### config.mk
export PLATFORM = sky130hd
export DESIGN_NAME = sprite_cmd_encoder
export DESIGN_NICKNAME = d
export VERILOG_FILES = /design/src/rtl/sprite_cmd_encoder.sv
export SDC_FILE = /design/constraint.sdc
export NUM_CORES = 1
export LEC_CHECK = 0
export BUFFER_PORTS_ARGS = -buffer_cell sky130_fd_sc_hd__buf_2
export CORE_ASPECT_RATIO = 1.4
export CORE_MARGIN = 2
export CORE_UTILIZATION = 53
export DETAILED_ROUTE_END_ITERATION = 8
export MAX_ROUTING_LAYER = met4
export PLACE_DENSITY = 0.84
export SLEW_MARGIN = 10
export SYNTH_ARGS = -nofsm -noshare
export SYNTH_HDL_FRONTEND = slang
export SYNTH_SLANG_ARGS = --single-unit
### constraint.sdc
create_clock -name clk -period 4.1 [get_ports clk]
set_input_delay 0.41 -clock clk [delete_from_list [all_inputs] [get_ports clk]]
set_output_delay 0.41 -clock clk [all_outputs]
set_load 0.02 [all_outputs]
### src/rtl/sprite_cmd_encoder.sv
// sprite_cmd_encoder: turns sprite/swap requests into display command words; define SPRITE_CMD_ATTR_EN to add the ATTR word
module sprite_cmd_encoder #(
  parameter int GAP_CYCLES = 0
) (
  input  logic        clk,
  input  logic        reset,
  input  logic        req_valid,
  output logic        req_ready,
  input  logic        req_swap,
  input  logic [5:0]  req_component,
  input  logic [4:0]  req_child,
  input  logic        req_visible,
  input  logic        req_flip,
  input  logic [9:0]  req_x,
  input  logic [9:0]  req_y,
  input  logic [9:0]  req_attr,
  input  logic        frame_flip,
  output logic [31:0] writedata,
  output logic        write,
  output logic        busy,
  output logic        back_buf
);
  typedef enum logic [2:0] {IDLE, VIS, XPOS, YPOS, ATTR, SWAP, GAP} state_t;
  state_t state_q, state_d, ret_q, ret_d, nxt;
  logic [3:0] cnt_q, cnt_d;
  logic [5:0] comp_q, comp_d;
  logic [4:0] child_q, child_d;
  logic vis_q, vis_d, hflip_q, hflip_d;
  logic [9:0] x_q, x_d, y_q, y_d, attr_v;
  logic flip_pending_q, flip_pending_d, back_buf_q, back_buf_d;
  logic accept, apply;
  logic [2:0] atype;
  logic [12:0] data;
`ifdef SPRITE_CMD_ATTR_EN
  logic [9:0] attr_q, attr_d;
  assign attr_v = attr_q;
`else
  logic unused_attr;
  assign unused_attr = ^req_attr;
  assign attr_v = '0;
`endif
  assign req_ready = state_q == IDLE && !flip_pending_q && !frame_flip;
  assign accept = req_valid && req_ready;
  assign apply = state_q == IDLE && flip_pending_q;
  assign write = state_q inside {VIS, XPOS, YPOS, ATTR, SWAP};
  assign busy = state_q != IDLE;
  assign back_buf = back_buf_q;
  // request capture, buffer-flip bookkeeping and word packing
  always_comb begin
    comp_d = accept ? req_component : comp_q;
    child_d = accept ? req_child : child_q;
    vis_d = accept ? req_visible : vis_q;
    hflip_d = accept ? req_flip : hflip_q;
    x_d = accept ? req_x : x_q;
    y_d = accept ? req_y : y_q;
`ifdef SPRITE_CMD_ATTR_EN
    attr_d = accept ? req_attr : attr_q;
`endif
    flip_pending_d = !apply && (flip_pending_q || frame_flip);
    back_buf_d = back_buf_q ^ apply;
    atype = state_q == VIS ? 3'd1 : state_q == XPOS ? 3'd2 : state_q == YPOS ? 3'd3 :
            state_q == ATTR ? 3'd4 : 3'd0;
    data = state_q == VIS ? {vis_q, hflip_q, 11'd0} : state_q == XPOS ? {3'd0, x_q} :
           state_q == YPOS ? {3'd0, y_q} : state_q == ATTR ? {3'd0, attr_v} : 13'd0;
    writedata = write ? {comp_q, child_q, state_q == SWAP ? 4'hF : 4'h1, atype, back_buf_q, data} : 32'd0;
  end
  // sequencer: each word state emits one word, then goes to the next word via optional GAP
  always_comb begin
    state_d = state_q;
    ret_d = ret_q;
    cnt_d = cnt_q;
    nxt = IDLE;
    case (state_q)
      IDLE: if (accept && req_component != 6'd0) state_d = req_swap ? SWAP : VIS;
      VIS: nxt = XPOS;
      XPOS: nxt = YPOS;
`ifdef SPRITE_CMD_ATTR_EN
      YPOS: nxt = ATTR;
`endif
      GAP: begin
        state_d = cnt_q == 4'd0 ? ret_q : GAP;
        cnt_d = cnt_q - 4'd1;
      end
      default: ;
    endcase
    if (write) begin
      state_d = (nxt == IDLE || GAP_CYCLES == 0) ? nxt : GAP;
      ret_d = nxt;
      cnt_d = 4'(GAP_CYCLES - 1);
    end
  end
  // state and captured-field registers
  always_ff @(posedge clk or posedge reset) begin
    if (reset) begin
      state_q <= IDLE;
      ret_q <= IDLE;
      cnt_q <= '0;
      comp_q <= '0;
      child_q <= '0;
      vis_q <= 1'b0;
      hflip_q <= 1'b0;
      x_q <= '0;
      y_q <= '0;
`ifdef SPRITE_CMD_ATTR_EN
      attr_q <= '0;
`endif
      flip_pending_q <= 1'b0;
      back_buf_q <= 1'b1;
    end else begin
      state_q <= state_d;
      ret_q <= ret_d;
      cnt_q <= cnt_d;
      comp_q <= comp_d;
      child_q <= child_d;
      vis_q <= vis_d;
      hflip_q <= hflip_d;
      x_q <= x_d;
      y_q <= y_d;
`ifdef SPRITE_CMD_ATTR_EN
      attr_q <= attr_d;
`endif
      flip_pending_q <= flip_pending_d;
      back_buf_q <= back_buf_d;
    end
  end
endmodule

==> reports/metrics.cfg, run 1 <==
[outcome]
status = finished clean

[route]
wl_per_cell_um = 15.4
wl_um = 4590
vias = 1637
drc = 0
postRouteAntennaNets = 0
drtIter0Drc = 29
first_pass_iters = 4
viasPerCell = 5.51

[global_routing]
antenna_found_initial = 0
grt_usage_pct = 20.9
grt_pass1_wl_um = 7290
overflow = 0
grt_start_max_net_pins = 45
grt_pass1_vias = 1640

[sta]
finalCritPeriodShare_pct = 62.5
slew_violations = 0
hold_violations = 0
rsz0062_at_grt = no
slew_headroom_pct = 57.3
fin_setup_tns_ns = 0
min_period_ns = 2.56
worst_pin_slew_ns = 0.641
setup_violations = 0
fmax_mhz = 390
fin_skew_ns = 0.00510
hold_slack_ns = 0.228
setup_ws_ns = 1.54

[yosys]
ys_async_sr_fraction_pct = 100
yosysWarnings = 0
yosysSeqAreaShare_pct = 48.6
avgSynthCellArea_um2 = 12.2
synth.distinct_cells = 36
synthCells = 185
synth_top_area_share_pct = 47.5
ys.flop_type = dfrtp_1
yosysTopAreaCell = dfrtp_1
synthesis.nets = 234
yosys-top-cells-area = dfrtp_1 47%, mux2_4 20%, mux2i_1 4.4%
ys_seq_elements = 44
synthesis.area_mm2 = 0.00227
synth_edf_count = 0

[die]
coreArea_mm2 = 0.00417
die_x_um = 59.3
rows = 28
die_area_mm2 = 0.00482
initial_core_util_pct = 54.4
die_y_um = 81.4
io_pins = 84

[cts]
cts_setup_buffers = 0
htree_levels = 2
cts_buffers = 5
cts.path.max_buffers = 2
cts.clk_slew.worst_paths_ns = 0.08
hold_buffers = 0
cts_resized = 0
cts_sinks = 44
cts_root_buf = clkbuf_8
cts_tree = done
clk_latency_ns = 0.29

[worst_setup_path]
start_kind = flop
worstPathRequired_ns = 3.69
crit_fanout = 26
r2r_end = comp_q[2]$_DFFE_PP0P_
rr_startpoint = state_q[0]$_DFFE_PP0P_
critPathKind = flop to output pin
r2r_cells = 4
worst_setup_path_end_kind = output pin
r2r_setup_slack_ns = 1.85
cp.arrival_ns = 2.15

[finish]
final_nets = 300
drive_above_1_share_pct = 46.4
num_antenna_cells = 0
layout.cells.non_filler = 297
syn2layout_area_growth_pct = 18.5

[place]
gp_congestion = 0.769
preCtsSetupSlack_ns = 1.88
dpl.hpwl_um = 3290
numPortBuffers = 72
dp_cells = 289

[power_and_ir_drop]
ir_drop_v = 0.000393
p_leak_nw = 1.46
total_power_mw = 2.12
power.density_mw_per_mm2 = 790

[flow_run]
drv_cap = 0

[hold_path]
hp-class = input port to asynchronous set/reset pin

-- area by class of cell --
cell class / instances / area [µm²]
Timing Repair Buffer: 74 / 375
Tap cell: 45 / 56.3
Multi-Input combinational cell: 118 / 1030
Sequential cell: 44 / 1100
Inverter: 8 / 30.0
Fill cell: 345 / 1480
Clock buffer: 8 / 90.1
-- registers in the layout (all words and copies together), names as in the netlist --
signal and cells:
back_buf 1, child_q 5, cnt_q 4, comp_q 6, flip_pending_q 1, hflip_q 1
ret_q 2, state_q 3, vis_q 1, x_q 10, y_q 10
-- synth_stat cells, types with 2 or more instances --
master and number:
buf_4 4, nor2_1 17, a32oi_1 2, a21oi_1 3
nor3_1 5, and3_1 14, o21ai_0 6, buf_6 4
inv_1 8, mux2_2 3, clkbuf_1 6, dfrtp_1 43
nand2b_1 3, nand2_1 5, mux2i_1 10, o32a_1 2
mux2_4 30, a31oi_1 2
-- critical path, stage by stage, from the launching register on --
cell	delay, ns
dfrtp_1	0.37
buf_4	0.23
nor3_4	0.43
inv_1	0.30
nor3_1	0.29
buf_2	0.22
-- power by group --
group          switching (mW)  internal (mW)  total (mW)
Clock                   0.138          0.137       0.275
Sequential              0.140          0.640       0.779
Combinational           0.570          0.495        1.07
-- cell usage in the layout (no fill, tap or decap), drive strengths merged, types with 2 or more instances in the layout --
| cell type | instances |
|---|---|
| nand2b | 3 |
| nor3 | 6 |
| a32oi | 2 |
| nand2 | 5 |
| o32a | 2 |
| dfrtp | 43 |
| nand3 | 2 |
| clkbuf | 8 |
| o21ai | 6 |
| inv | 7 |
| a21oi | 3 |
| nor2 | 17 |
| a31oi | 2 |
| and3 | 14 |
| mux2 | 33 |
| buf | 74 |
| mux2i | 10 |
-- per-stage QoR --
step / util, % / instance area (µm²)
4_1_cts: 64.4 / 2690
2_1_floorplan: - / 2270
5_1_grt: 64.4 / 2690
3_5_place_dp: 62.2 / 2590
6_report: 64.4 / 2690
3_3_place_gp: 62.2 / 2590
-- worst max path at each step --
stage,from,endpoint,cells after the start
after global routing,state_q[0]$_DFFE_PP0P_,req_ready,5
after CTS,state_q[0]$_DFFE_PP0P_,req_ready,5
final,state_q[0]$_DFFE_PP0P_,req_ready,5
after global placement,state_q[0]$_DFFE_PP0P_,comp_q[4]$_DFFE_PP0P_,4
after floorplan,state_q[0]$_DFFE_PP0P_,req_ready,5
after detailed placement,state_q[0]$_DFFE_PP0P_,y_q[3]$_DFFE_PP0P_,4
-- routing by layer --
| layer | wire length [µm] | vias to the layer above | share of wire (%) | track usage, % |
|---|---|---|---|---|
| li1 | - | 777 | - | - |
| met1 | 1860 | 806 | 40 | 25.3 |
| met2 | 2450 | 46 | 53 | 32.7 |
| met3 | 184 | 8 | 4.0 | 4.62 |
| met4 | 100 | 0 | 2.2 | 9.77 |
| met5 | 0 | - | 0 | - |
-- cells by family after synthesis --
kind of cell	synth area share, %
AOI/OAI and AO/OA	6.02
muxes	25.8
xor gates and xnor gates	0.387
adders and majority gates	0.552
buffers and inverters	5.85
and+or+nand+nor	12.6
other	0.165
DFF	48.6
(Power assumes the default switching activity.)
==> run 2: changes to the inputs <==
CORE_UTILIZATION = 44   (was 53)
PLACE_DENSITY = 0.74   (was 0.84)
clock period = 2.27 ns   (was 4.1 ns; I/O delays follow)
==> run 2 against run 1 <==
- wire length is 0.96% higher
- clock power is 110% higher
- worst setup slack worse by 1.4 ns
- register-to-register slack worse by 1.4 ns
- via count is 0.61% higher
- hold slack worse by 0.068 ns
- die area is 19% higher
- first-iteration DRC count is 69% higher
- sequential share of layout area is 1.2 points lower
- non-clock buffer count is 5 higher
- clock-buffer cell count is 2 lower
- largest power group unchanged
- highest routed layer unchanged
==> reports/metrics.cfg, run 2 (synthesis results as in run 1) <==
[die]
die_y_um = 88.9  ; +9.3%
coreArea_mm2 = 0.00492  ; +18%
io_pins = 84  ; unchanged
die_area_mm2 = 0.00575  ; +19%
rows = 30  ; +7.1%
die_x_um = 64.7  ; +9.1%
initial_core_util_pct = 46.1  ; -8.3 points

[cts]
htree_levels = 2  ; unchanged
cts.clk_slew.worst_paths_ns = 0.08  ; about the same
clk_latency_ns = 0.29  ; about the same
cts_buffers = 5  ; unchanged
cts_setup_buffers = 0  ; unchanged
cts.path.max_buffers = 2  ; unchanged
cts_root_buf = clkbuf_8
cts_sinks = 44  ; unchanged
cts_tree = done

[sta]
rsz0062_at_grt = no
hold_violations = 0  ; unchanged
slew_violations = 0  ; unchanged
fin_setup_tns_ns = 0  ; unchanged
fmax_mhz = 470
fin_skew_ns = 0.00870  ; +0.00360 ns
setup_violations = 0  ; unchanged
finalCritPeriodShare_pct = 93.8
worst_pin_slew_ns = 0.557  ; -0.0840 ns
setup_ws_ns = 0.141  ; -1.40 ns
min_period_ns = 2.13
slew_headroom_pct = 62.6  ; +5.4 points

[place]
preCtsSetupSlack_ns = 0.441  ; -1.44 ns
numPortBuffers = 72  ; unchanged
gp_congestion = 0.814  ; +5.8%
dp_cells = 312  ; +8.0%
dpl.hpwl_um = 3410  ; +3.7%

[worst_setup_path]
crit_slowest_cell = dfrtp_1
critPathKind = flop to output pin
crit_fanout = 15  ; -42%
crit_path_cell_trace = nor3_4 -> inv_1 -> nor3_1 -> buf_2
worst-path-buf-inv = 2  ; -1
cp.arrival_ns = 1.90  ; -0.25 ns
crit_family = simple AND/OR/NAND/NOR gates
cpPeakStageDelay_ns = 0.48  ; +0.05 ns
worst_setup_path_end_kind = output pin
worstPathRequired_ns = 2.04  ; -1.65 ns
start_kind = flop

[finish]
layout_common_cells = 72 x buf_2, 43 x dfrtp_1, 30 x mux2_4
drive_above_1_share_pct = 47.5  ; +1.0 points
seqCellArea_mm2 = 0.00110  ; unchanged
final_nets = 305  ; +1.7%
num_antenna_cells = 0  ; unchanged
multi_input_area_mm2 = 0.00103  ; unchanged
final_common_cell = buf_2
utilization_pct = 56.3  ; -8.1 points
syn2layout_area_growth_pct = 22.1
fillers = 444  ; +29%
layout.cells.non_filler = 321  ; +8.1%
reg_top3 = x_q x10, y_q x10, comp_q x6

[route]
wl_per_cell_um = 14.4  ; -6.6%
first_pass_iters = 4  ; unchanged
postRouteAntennaNets = 0  ; unchanged
drc = 0  ; unchanged
wl_um = 4630  ; +0.96%
drtIter0Drc = 49  ; +69%
vias = 1647  ; +0.61%
viasPerCell = 5.13  ; -6.9%

[outcome]
status = finished clean

[power_and_ir_drop]
ir_drop_v = 0.000782  ; +99%
p_leak_nw = 1.49  ; +2.3%
power.density_mw_per_mm2 = 1420  ; +80%

[global_routing]
grt_pass1_vias = 1588  ; -3.2%
grt_usage_pct = 17.7  ; -3.1 points
grt_start_max_net_pins = 32  ; -29%
antenna_found_initial = 0  ; unchanged
overflow = 0  ; unchanged
grt_pass1_wl_um = 7570  ; +3.8%

[hold_path]
hp-class = input port to flop

[flow_run]
drv_cap = 0  ; unchanged

run 2: cell types whose count changed in the layout (fill, tap and decap cells not counted):
cell	before	now
buf_4	2	6
bufinv_16	0	1
clkbuf_1	2	1
clkbuf_8	6	5
clkinv_2	0	1
dlygate4sd3_1	0	1
run 2: worst paths after layout:
check	startpoint	end	slack (ns)	cells past startpoint
min	req_y[7]	y_q[7]$_DFFE_PP0P_	0.16	2
max reg2reg	state_q[1]$_DFFE_PP0P_	y_q[6]$_DFFE_PP0P_	0.45	4
max in group asynchronous	reset	x_q[0]$_DFFE_PP0P_	1.22	4
min in group asynchronous	reset	vis_q$_DFFE_PP0P_	0.45	3
max	state_q[1]$_DFFE_PP0P_	req_ready	0.14	4
min reg2reg	back_buf$_DFF_PP1_	back_buf$_DFF_PP1_	0.50	1
run 2: stage by stage:
stage          total power [mW]  hold slack, ns  cell area [µm²]
2_1_floorplan              2.86           0.376             2270
3_3_place_gp               3.32           0.227             2650
3_5_place_dp               3.36           0.230             2650
4_1_cts                    3.96           0.153             2770
5_1_grt                    4.21           0.143             2770
6_report                   3.92           0.160             2770
run 2: final cells by class:
| class | count | share of cell area, % |
|---|---|---|
| flip-flops and latches | 44 | 39.8 |
| multi-input cells | 118 | 37.3 |
| repair buffers | 79 | 15.0 |
| well taps | 64 | 2.89 |
| clock buffers | 6 | 2.62 |
| clock inverters | 2 | 1.27 |
| inverters | 8 | 1.09 |
run 2: power breakdown:
group          switching [mW]  internal, mW
logic                    1.04         0.914
registers               0.235          1.16
clock network           0.258         0.327
total                    1.53          2.40
run 2: per-layer routing:
metal	GRT usage [%]	up-vias	routed length (µm)	part of all wire, %
li1	-	784	-	-
met1	21.1	814	1880	41
met2	30.4	44	2500	54
met3	3.02	5	177	3.8
met4	6.38	0	74	1.6
met5	-	-	0	0
run 2: timing repair:
action	in CTS	in global routing
endpoints found under the hold margin	12	0
hold buffers	1	0
resized for setup	0	0
==> run 3: changes to the inputs <==
CORE_UTILIZATION = 53   (was 44)
PLACE_DENSITY = 0.84   (was 0.74)
clock period = 2.65 ns   (was 2.27 ns; I/O delays follow)
==> run 3 against run 2 <==
- hold slack worse by 0.072 ns
- global-route usage is 4.6 points higher
- clock-buffer cell count grew 2
- final area fell by 2.4%
- non-clock buffer count shrank 3
- highest routed layer unchanged
- clock skew fell by 0.0016 ns
- sequential power down 14%
- via count shrank 1.8%
- critical path depth unchanged
- utilization up 8.5 points
- sequential share of layout area increased by 0.98 points
- total power is 16% lower
==> reports/metrics.cfg, run 3 (synthesis results as in run 1) <==
[outcome]
status = finished clean

[worst_setup_path]
r2r_end = x_q[6]$_DFFE_PP0P_
r2r_setup_slack_ns = 0.73  ; +0.28 ns
worst-path-buf-inv = 2  ; unchanged
start_kind = flop
worst_setup_path_end_kind = output pin
crit_slowest_cell = dfrtp_1
worstPathRequired_ns = 2.38  ; +0.34 ns
crit_family = simple AND/OR/NAND/NOR gates
r2r_cells = 4  ; unchanged
crit_path_cell_trace = nor3_4 -> inv_1 -> nor3_1 -> buf_2
cp.arrival_ns = 1.93  ; +0.03 ns
cpPeakStageDelay_ns = 0.54  ; +0.06 ns
crit_fanout = 15  ; unchanged
critPathKind = flop to output pin
rr_startpoint = state_q[2]$_DFFE_PP0P_

[place]
preCtsSetupSlack_ns = 0.748  ; +0.307 ns
gp_congestion = 0.755  ; -7.3%
dp_cells = 291  ; -6.7%
numPortBuffers = 72  ; unchanged
dpl.hpwl_um = 3470  ; +1.8%

[route]
vias = 1618  ; -1.8%
first_pass_iters = 5  ; +1
wl_per_cell_um = 16.1  ; +11%
drc = 0  ; unchanged
postRouteAntennaNets = 0  ; unchanged
viasPerCell = 5.41  ; +5.5%
wl_um = 4800  ; +3.7%
drtIter0Drc = 40  ; -18%

[finish]
drive_above_1_share_pct = 46.9  ; -0.62 points
syn2layout_area_growth_pct = 19.2
final_nets = 302  ; -0.98%
layout.cells.non_filler = 299  ; -6.9%
final_common_cell = buf_2
num_antenna_cells = 0  ; unchanged
layout_common_cells = 72 x buf_2, 43 x dfrtp_1, 30 x mux2_4
reg_top3 = x_q x10, y_q x10, comp_q x6

[hold_path]
hp-class = input port to asynchronous set/reset pin

[global_routing]
grt_pass1_wl_um = 7780  ; +2.8%
grt_usage_pct = 22.3  ; +4.6 points
overflow = 0  ; unchanged
grt_start_max_net_pins = 32  ; unchanged
antenna_found_initial = 0  ; unchanged
grt_pass1_vias = 1701  ; +7.1%

[cts]
cts_root_buf = clkbuf_8
cts_resized = 0  ; unchanged
clk_latency_ns = 0.30  ; about the same
cts_setup_buffers = 0  ; unchanged
htree_levels = 2  ; unchanged
cts_tree = done
hold_buffers = 0  ; -1
cts.path.max_buffers = 2  ; unchanged
cts_buffers = 5  ; unchanged
cts_sinks = 44  ; unchanged
cts.clk_slew.worst_paths_ns = 0.08  ; about the same

[sta]
worst_pin_slew_ns = 1.06  ; +0.499 ns
setup_ws_ns = 0.459  ; +0.319 ns
fin_setup_tns_ns = 0  ; unchanged
slew_headroom_pct = 29.2  ; -33 points
slew_violations = 0  ; unchanged
finalCritPeriodShare_pct = 82.7
setup_violations = 0  ; unchanged
min_period_ns = 2.19
fmax_mhz = 456
hold_violations = 0  ; unchanged
rsz0062_at_grt = no
fin_skew_ns = 0.00706  ; -0.00164 ns

[die]
coreArea_mm2 = 0.00417  ; -15%
rows = 28  ; -6.7%
io_pins = 84  ; unchanged
die_x_um = 59.3  ; -8.3%
die_y_um = 81.4  ; -8.5%
die_area_mm2 = 0.00482  ; -16%
initial_core_util_pct = 54.4  ; +8.3 points

[flow_run]
drv_cap = 0  ; unchanged

[power_and_ir_drop]
power.density_mw_per_mm2 = 1220  ; -14%
p_leak_nw = 1.46  ; -1.6%
total_power_mw = 3.30  ; -16%
ir_drop_v = 0.000552  ; -29%

[run 3: cell types whose count changed in the layout (fill, tap and decap cells not counted), sizes merged]
cell         before  now
buf              78   76
bufinv            1    0
clkbuf            6    8
clkinv            2    1
dlygate4sd3       1    0
[run 3: how the worst max path moves through the flow]
stage,from,to,depth (start not counted)
3_5_place_dp,state_q[2]$_DFFE_PP0P_,x_q[6]$_DFFE_PP0P_,4
2_1_floorplan,state_q[0]$_DFFE_PP0P_,req_ready,5
3_3_place_gp,state_q[2]$_DFFE_PP0P_,y_q[3]$_DFFE_PP0P_,4
4_1_cts,state_q[2]$_DFFE_PP0P_,req_ready,4
6_report,state_q[2]$_DFFE_PP0P_,req_ready,4
5_1_grt,state_q[2]$_DFFE_PP0P_,req_ready,4
[run 3: metal layers]
| layer | global-route usage, % | part of all wire (%) | routed length (µm) |
|---|---|---|---|
| met4 | 9.32 | 2.0 | 94 |
| met1 | 27.3 | 40 | 1930 |
| met2 | 36.2 | 55 | 2620 |
| met5 | - | 0 | 0 |
| met3 | 3.82 | 3.2 | 154 |
[run 3: final cells by class]
class                      instances  area [µm²]
timing repair buffer              76         390
fill                             335        1470
clock buffer                       8        90.1
tap                               45        56.3
inverter                           8        30.0
multi-input combinational        118        1030
sequential                        44        1100
[run 3: worst register-to-register path: stages (launching register included)]
cell     delay (ns)
dfrtp_1        0.54
nor3_4         0.38
nand3_4        0.20
buf_4          0.33
mux2_4         0.36
[run 3: report_power, final]
part / leakage (nW) / internal (mW) / total (mW) / switching (mW)
clock: 0.0455 / 0.213 / 0.427 / 0.215
sequential: 0.524 / 0.991 / 1.20 / 0.210
combinational: 0.895 / 0.775 / 1.67 / 0.899
total: 1.46 / 1.98 / 3.30 / 1.32
[run 3: metrics by stage]
step / hold WS, ns / util [%] / instance area, µm²
after floorplan: 0.414 / - / 2270
after global placement: 0.430 / 62.6 / 2610
after detailed placement: 0.437 / 62.6 / 2610
after CTS: 0.120 / 64.8 / 2700
after global routing: 0.155 / 64.8 / 2700
final: 0.0882 / 64.8 / 2700
